[config.mk]
export PLATFORM = sky130hd
export DESIGN_NAME = proc_ctrl_fsm
export DESIGN_NICKNAME = d
export VERILOG_FILES = /design/src/rtl/proc_ctrl_fsm.sv
export SDC_FILE = /design/constraint.sdc
export NUM_CORES = 1
export LEC_CHECK = 0
export CORE_MARGIN = 2
export CORE_UTILIZATION = 28
export CTS_CLUSTER_SIZE = 12
export DETAILED_ROUTE_END_ITERATION = 6
export PLACE_DENSITY_LB_ADDON = 0.25
export SETUP_SLACK_MARGIN = 0.5
export SLEW_MARGIN = 40
export SYNTH_ARGS = -nofsm -noshare
export SYNTH_HDL_FRONTEND = slang
export SYNTH_SLANG_ARGS = --single-unit
export TNS_END_PERCENT = 10
[constraint.sdc]
create_clock -name clock -period 1.6 [get_ports clock]
set_clock_uncertainty 0.05 [all_clocks]
set_input_delay 0.32 -clock clock [delete_from_list [all_inputs] [get_ports clock]]
set_output_delay 0.32 -clock clock [all_outputs]
set_load 0.01 [all_outputs]
[src/rtl/proc_ctrl_fsm.sv]
// Control sequencer for the 16-bit simple processor: decodes IR into T0..T3 steps
// driving bus-mux select, load enables and ALU op. Optional PROC_CTRL_INSTR_CNT_EN adds instr_cnt.
module proc_ctrl_fsm #(
  parameter int SEL_W = 4,
  parameter logic [SEL_W-1:0] SEL_G  = SEL_W'(8),
  parameter logic [SEL_W-1:0] SEL_D  = SEL_W'(9),
  parameter logic [SEL_W-1:0] SEL_DT = SEL_W'(10)
) (
  input  logic             clock,
  input  logic             reset,
  input  logic             run,
  input  logic [15:0]      IR,
  output logic [SEL_W-1:0] s1,
  output logic [7:0]       r_in,
  output logic             a_in,
  output logic             g_in,
  output logic             ir_in,
  output logic [1:0]       alu_op,
  output logic             busy,
  output logic             done,
  output logic             illegal,
  output logic [1:0]       fsm_state
`ifdef PROC_CTRL_INSTR_CNT_EN
  ,
  output logic [15:0]      instr_cnt
`endif
);

  typedef enum logic [1:0] {T0 = 2'd0, T1 = 2'd1, T2 = 2'd2, T3 = 2'd3} state_t;

  localparam logic [2:0] OP_MV  = 3'd0;
  localparam logic [2:0] OP_MVT = 3'd1;
  localparam logic [2:0] OP_ADD = 3'd2;
  localparam logic [2:0] OP_SUB = 3'd3;
  localparam logic [2:0] OP_AND = 3'd4;

  state_t state, next_state;

  logic [2:0]       opcode;
  logic [2:0]       rx;
  logic             imm_flag;
  logic [SEL_W-1:0] operand_sel;
  logic [7:0]       rx_onehot;
  logic             unused_ir_bits;

  assign opcode      = IR[15:13];
  assign rx          = IR[12:10];
  assign imm_flag    = IR[9];
  assign operand_sel = imm_flag ? SEL_D : SEL_W'(IR[2:0]);
  assign rx_onehot   = 8'b0000_0001 << rx;
  // IR[8:3] only matter to the datapath's immediate path, not to sequencing.
  assign unused_ir_bits = ^IR[8:3];

  assign fsm_state = state;

  always_ff @(posedge clock or posedge reset) begin
    if (reset) state <= T0;
    else       state <= next_state;
  end

  always_comb begin
    next_state = state;
    s1         = '0;
    r_in       = '0;
    a_in       = 1'b0;
    g_in       = 1'b0;
    ir_in      = 1'b0;
    alu_op     = 2'b00;
    busy       = 1'b0;
    done       = 1'b0;
    illegal    = 1'b0;
    // Outputs stay at defaults while reset is held so an aborted step loads nothing.
    if (!reset) begin
      case (state)
        T0: begin
          ir_in = run;
          if (run) next_state = T1;
        end
        T1: begin
          busy = 1'b1;
          case (opcode)
            OP_MV: begin
              s1         = operand_sel;
              r_in       = rx_onehot;
              done       = 1'b1;
              next_state = T0;
            end
            OP_MVT: begin
              s1         = SEL_DT;
              r_in       = rx_onehot;
              done       = 1'b1;
              next_state = T0;
            end
            OP_ADD, OP_SUB, OP_AND: begin
              s1         = SEL_W'(rx);
              a_in       = 1'b1;
              next_state = T2;
            end
            default: begin
              done       = 1'b1;
              illegal    = 1'b1;
              next_state = T0;
            end
          endcase
        end
        T2: begin
          busy = 1'b1;
          s1   = operand_sel;
          g_in = 1'b1;
          case (opcode)
            OP_SUB:  alu_op = 2'b01;
            OP_AND:  alu_op = 2'b10;
            default: alu_op = 2'b00;
          endcase
          next_state = T3;
        end
        T3: begin
          busy       = 1'b1;
          s1         = SEL_G;
          r_in       = rx_onehot;
          done       = 1'b1;
          next_state = T0;
        end
        default: next_state = T0;
      endcase
    end
  end

`ifdef PROC_CTRL_INSTR_CNT_EN
  always_ff @(posedge clock or posedge reset) begin
    if (reset)                instr_cnt <= 16'h0000;
    else if (done && !illegal) instr_cnt <= instr_cnt + 16'h0001;
  end
`endif

endmodule

Yosys cells after proc, flatten, opt, wreduce, memory -nomap -nowiden

Cells that the tools add are included.

Bits in registers: 2
Output and inout port bits: 22

Shift-type cells: 1
Muxes and demuxes: 28
Reductions and logical operators: 7
Bitwise logic cells: 1
Equal/unequal tests: 8

Operator list:

| cell                                                                  | number |
|---|---|
| 4-bit one-hot mux with 3 select lines                                 | 2 |
| 8-bit two-way mux                                                     | 2 |
| 8-bit one-hot mux with 2 select lines                                 | 1 |
| 1-bit two-way mux                                                     | 14 |
| 2-bit two-way mux                                                     | 4 |
| 4-bit two-way mux                                                     | 2 |
| 2-bit one-hot mux with 4 select lines                                 | 1 |
| 1-bit by 3-bit << shifter with 8-bit output, first input constant     | 1 |
| 3-bit by 2-bit equality test with 1-bit output, second input constant | 2 |
| 3-bit OR reduction                                                    | 2 |
| 5-bit OR reduction                                                    | 1 |
| 2-bit equality test, second input constant                            | 2 |
| 2-bit one-hot mux with 2 select lines                                 | 1 |
| 3-bit by 1-bit equality test with 1-bit output, second input constant | 1 |
| 3-bit equality test, second input constant                            | 1 |
| 3-bit logical NOT                                                     | 1 |
| 2-bit by 1-bit equality test with 1-bit output, second input constant | 1 |
| 2-bit logical NOT                                                     | 1 |
| 2-bit inequality test, second input constant                          | 1 |
| 1-bit one-hot mux with 2 select lines                                 | 1 |
| 2-bit AND reduction                                                   | 1 |
| 2-bit OR reduction                                                    | 1 |
| 1-bit inverter                                                        | 1 |

Longest topological paths before layout

Depth after elaboration: 5
Depth in mapped cells: 4
Gate-level depth less buffers: 3

Worst setup path before layout

No wires, ideal clock.

Kind: register to output
From: reg with a tool-made name
To: out s1[0]
Arrival time: 1.240 ns
Setup slack: -0.010 ns
Data required time: 1.230 ns
Cell stages (with the launch flop): 5
Buffers on the path: 1
Path through: dfrtp_1 -> buf_6 -> nor4_4 -> mux2i_2 -> o32ai_2

RTL lines:

| what          | line | source |
|---|---|---|
| end, declared | 13   | `output logic [SEL_W-1:0] s1,` |

Final worst setup path

From: in reset
To: out r_in[4]

Word-level cells in the longest chain between the ends: 1

Ends and longest elaborated chain:

| what              | line | source |
|---|---|---|
| start, declared   | 10   | `input logic reset,` |
| 8-bit two-way mux | 73   | `if (!reset) begin` |
| end, declared     | 14   | `output logic [7:0] r_in,` |

No other way between the ends.

==> flow_summary.json <==
{
  "status": "complete, but fails checks",
  "failed_checks": "negative setup slack",
  "cts_max_level": 1,
  "start_util_pct": 30.4,
  "ios": 41,
  "postPlaceCellArea_um2": 842,
  "max-vdd-ir-drop_v": 0.000548,
  "dr.pass1.iters": 4,
  "grt_pass1_wl_mm": 2.84,
  "root_buffer": "clkbuf_4",
  "drt-initial-drc-count": 6,
  "yosys.area.top_type_share_pct": 12.5,
  "rsz0062_at_grt": "yes",
  "area_delta_synth_final_pct": 133,
  "grt_pass1_vias": 645,
  "gp_congestion": 0.740,
  "clock_sinks": 2,
  "comb_power_share_pct": 72.8,
  "max_cap_violations": 0,
  "grtUsageTotal_pct": 20.7,
  "drc": 0,
  "synth_edf_count": 0,
  "portBuffers": 34,
  "powerDensity_nw_per_um2": 899,
  "core_um2": 1320,
  "pwr-share-clk_pct": 13.9,
  "die_area_um2": 1750,
  "wl_mm": 1.79,
  "ys_ff_latch": 2,
  "dpl.cell_count": 118,
  "worst_ep_arrival_time_ns": 1.52,
  "dp_hpwl_mm": 1.13,
  "ant_nets": 0,
  "via_count": 659,
  "layout-drive-gt1-share_pct": 58.8,
  "met1_length_um": 704,
  "rrSetupSlack_ns": 0.47,
  "dieHeight_um": 41.8,
  "ys_async_sr_fraction_pct": 100,
  "grt-ovfl-total": 0,
  "clock_path_buffers": 2,
  "cp_max_fo": 5,
  "synth-main-ff-cell": "dfrtp_1",
  "cts_tree": "done",
  "r2r_cells": 4,
  "setup_violations": 19,
  "yosysWarnings": 0,
  "p_leak_nw": 0.475,
  "crit_path_end_kind": "output port",
  "finalHoldViolations": 0,
  "period_needed_ns": 1.89,
  "syn-cell-area_um2": 400,
  "min_path_type": "in2async",
  "clkSlewWorstSetupHoldPaths_ns": 0.03,
  "drv_slew": 0,
  "path_class": "in2out",
  "n_antenna_cell": 0,
  "max_freq_mhz": 528,
  "wl_per_cell_um": 13.9,
  "post-route-period-util_pct": 118,
  "grt_max_degree": 8,
  "power_frac_seq_pct": 13.3,
  "ys_seq_area_share_pct": 12.5,
  "cp-start-kind": "input port",
  "critPathRequiredTime_ns": 1.23,
  "netSwitchingPower_uw": 342,
  "synth.avg_cell_area_um2": 6.79,
  "route.met2.wl_um": 947,
  "synth_area_leader_cell": "dfrtp_1",
  "dp_slack_ns": -0.858,
  "nNetsFinal": 135,
  "synthCells": 59,
  "wl_met3_um": 114,
  "rows": 13,
  "yosys-top-cells-area": "dfrtp_1 13%, nor2_1 9.4%, nor3b_2 9.4%",
  "finalWorstSetupSlack_ns": -0.294,
  "fin_area_um2": 932,
  "synth_cell_types": 23,
  "swShare_pct": 40.8,
  "antenna_found_initial": 0,
  "worstMarginPinSlew_ns": 0.303,
  "synth_nets": 78,
  "routed.top_layer": "met4",
  "slew_headroom_pct": 79.8,
  "synth.top_cells.by_count": "10 x nor2_1, 6 x inv_1, 6 x nand2_1, 6 x o21ai_0, 4 x nor3_1",
  "clk_latency_ns": 0.23,
  "vias_per_cell": 5.11,
  "numCtsBuffers": 3,
  "n_fill_cell": 105,
  "instances_no_fill": 129,
  "yosysMostFrequentCell": "nor2_1",
  "intPower_uw": 496,
  "die_width_um": 41.8
}
layer usage:
metal | global-route usage [%] | up-vias
met5 | 0 | -
met4 | 5.81 | 0
met3 | 5.22 | 4
met2 | 38.4 | 31
met1 | 22.7 | 306
li1 | - | 318
kinds of logic after synthesis:
kind of cell | after synthesis | share of synthesized area [%]
and+or+nand+nor | 33 | 48.4
AOI/OAI and AO/OA | 14 | 24.7
buffers and inverters | 9 | 10.9
DFF | 2 | 12.5
muxes | 1 | 3.44
worst max path at each step:
| stage | startpoint | slack [ns] | cells past startpoint | endpoint |
|---|---|---|---|---|
| after floorplan | flip-flop | 0.09 | 4 | s1[1] |
| after global placement | reset | -0.82 | 5 | r_in[5] |
| after detailed placement | IR[14] | -0.86 | 5 | r_in[1] |
| after CTS | flip-flop | -0.25 | 5 | s1[0] |
| after global routing | reset | -0.34 | 6 | r_in[4] |
| final | reset | -0.29 | 6 | r_in[4] |
placed cells by master, fill, tap and decap left out, types with 3 or more instances in the layout:
cell / n
dlygate4sd2_1: 7
clkdlybuf4s15_2: 6
buf_2: 12
nor3b_4: 3
buf_6: 5
o21ai_2: 3
buf_4: 18
inv_1: 3
nor2_1: 8
nand2_1: 5
clkbuf_4: 3
clkdlybuf4s50_1: 6
o21ai_0: 3
inv_2: 3
power by group through the flow:
stage               clock network (mW)  registers [mW]  logic (mW)
floorplan                            0          0.0907       0.250
global placement                     0           0.115       0.479
detailed placement                   0           0.114       0.484
CTS                              0.120           0.106       0.573
global route                     0.125           0.116       0.656
finish                           0.117           0.111       0.610
cell type report:
type,instances,area (um^2),area share [%]
Timing Repair Buffer,55,445,47.8
Multi-Input combinational cell,48,370,39.7
Sequential cell,2,52.6,5.64
Clock buffer,3,22.5,2.42
Inverter,6,22.5,2.42
Tap cell,15,18.8,2.01
through the flow:
| stage | hold slack [ns] | total power, mW | util [%] | TNS [ns] |
|---|---|---|---|---|
| after floorplan | 0.202 | 0.341 | - | 0 |
| after global placement | 0.640 | 0.593 | 63.9 | -14.71 |
| after detailed placement | 0.639 | 0.598 | 63.9 | -15.39 |
| after CTS | 0.228 | 0.798 | 69.2 | -2.62 |
| after global routing | 0.242 | 0.896 | 70.8 | -3.94 |
| final | 0.240 | 0.838 | 70.8 | -2.83 |
critical path, cell delays in order:
cell	delay, ns
clkdlybuf4s15_2	0.25
and2b_2	0.30
buf_6	0.12
nand2_1	0.09
nor3_2	0.19
clkdlybuf4s15_2	0.24
timing repair:
item / 4_1_cts / 5_1_grt
buffers inserted: 8 / 0
endpoints found under the setup margin: 24 / 24
hold buffers: 0 / 0
pin swaps: 5 / 4
gates resized for setup: 96 / 14
endpoints found under the hold margin: 0 / 0
(Power assumes the default switching activity.)
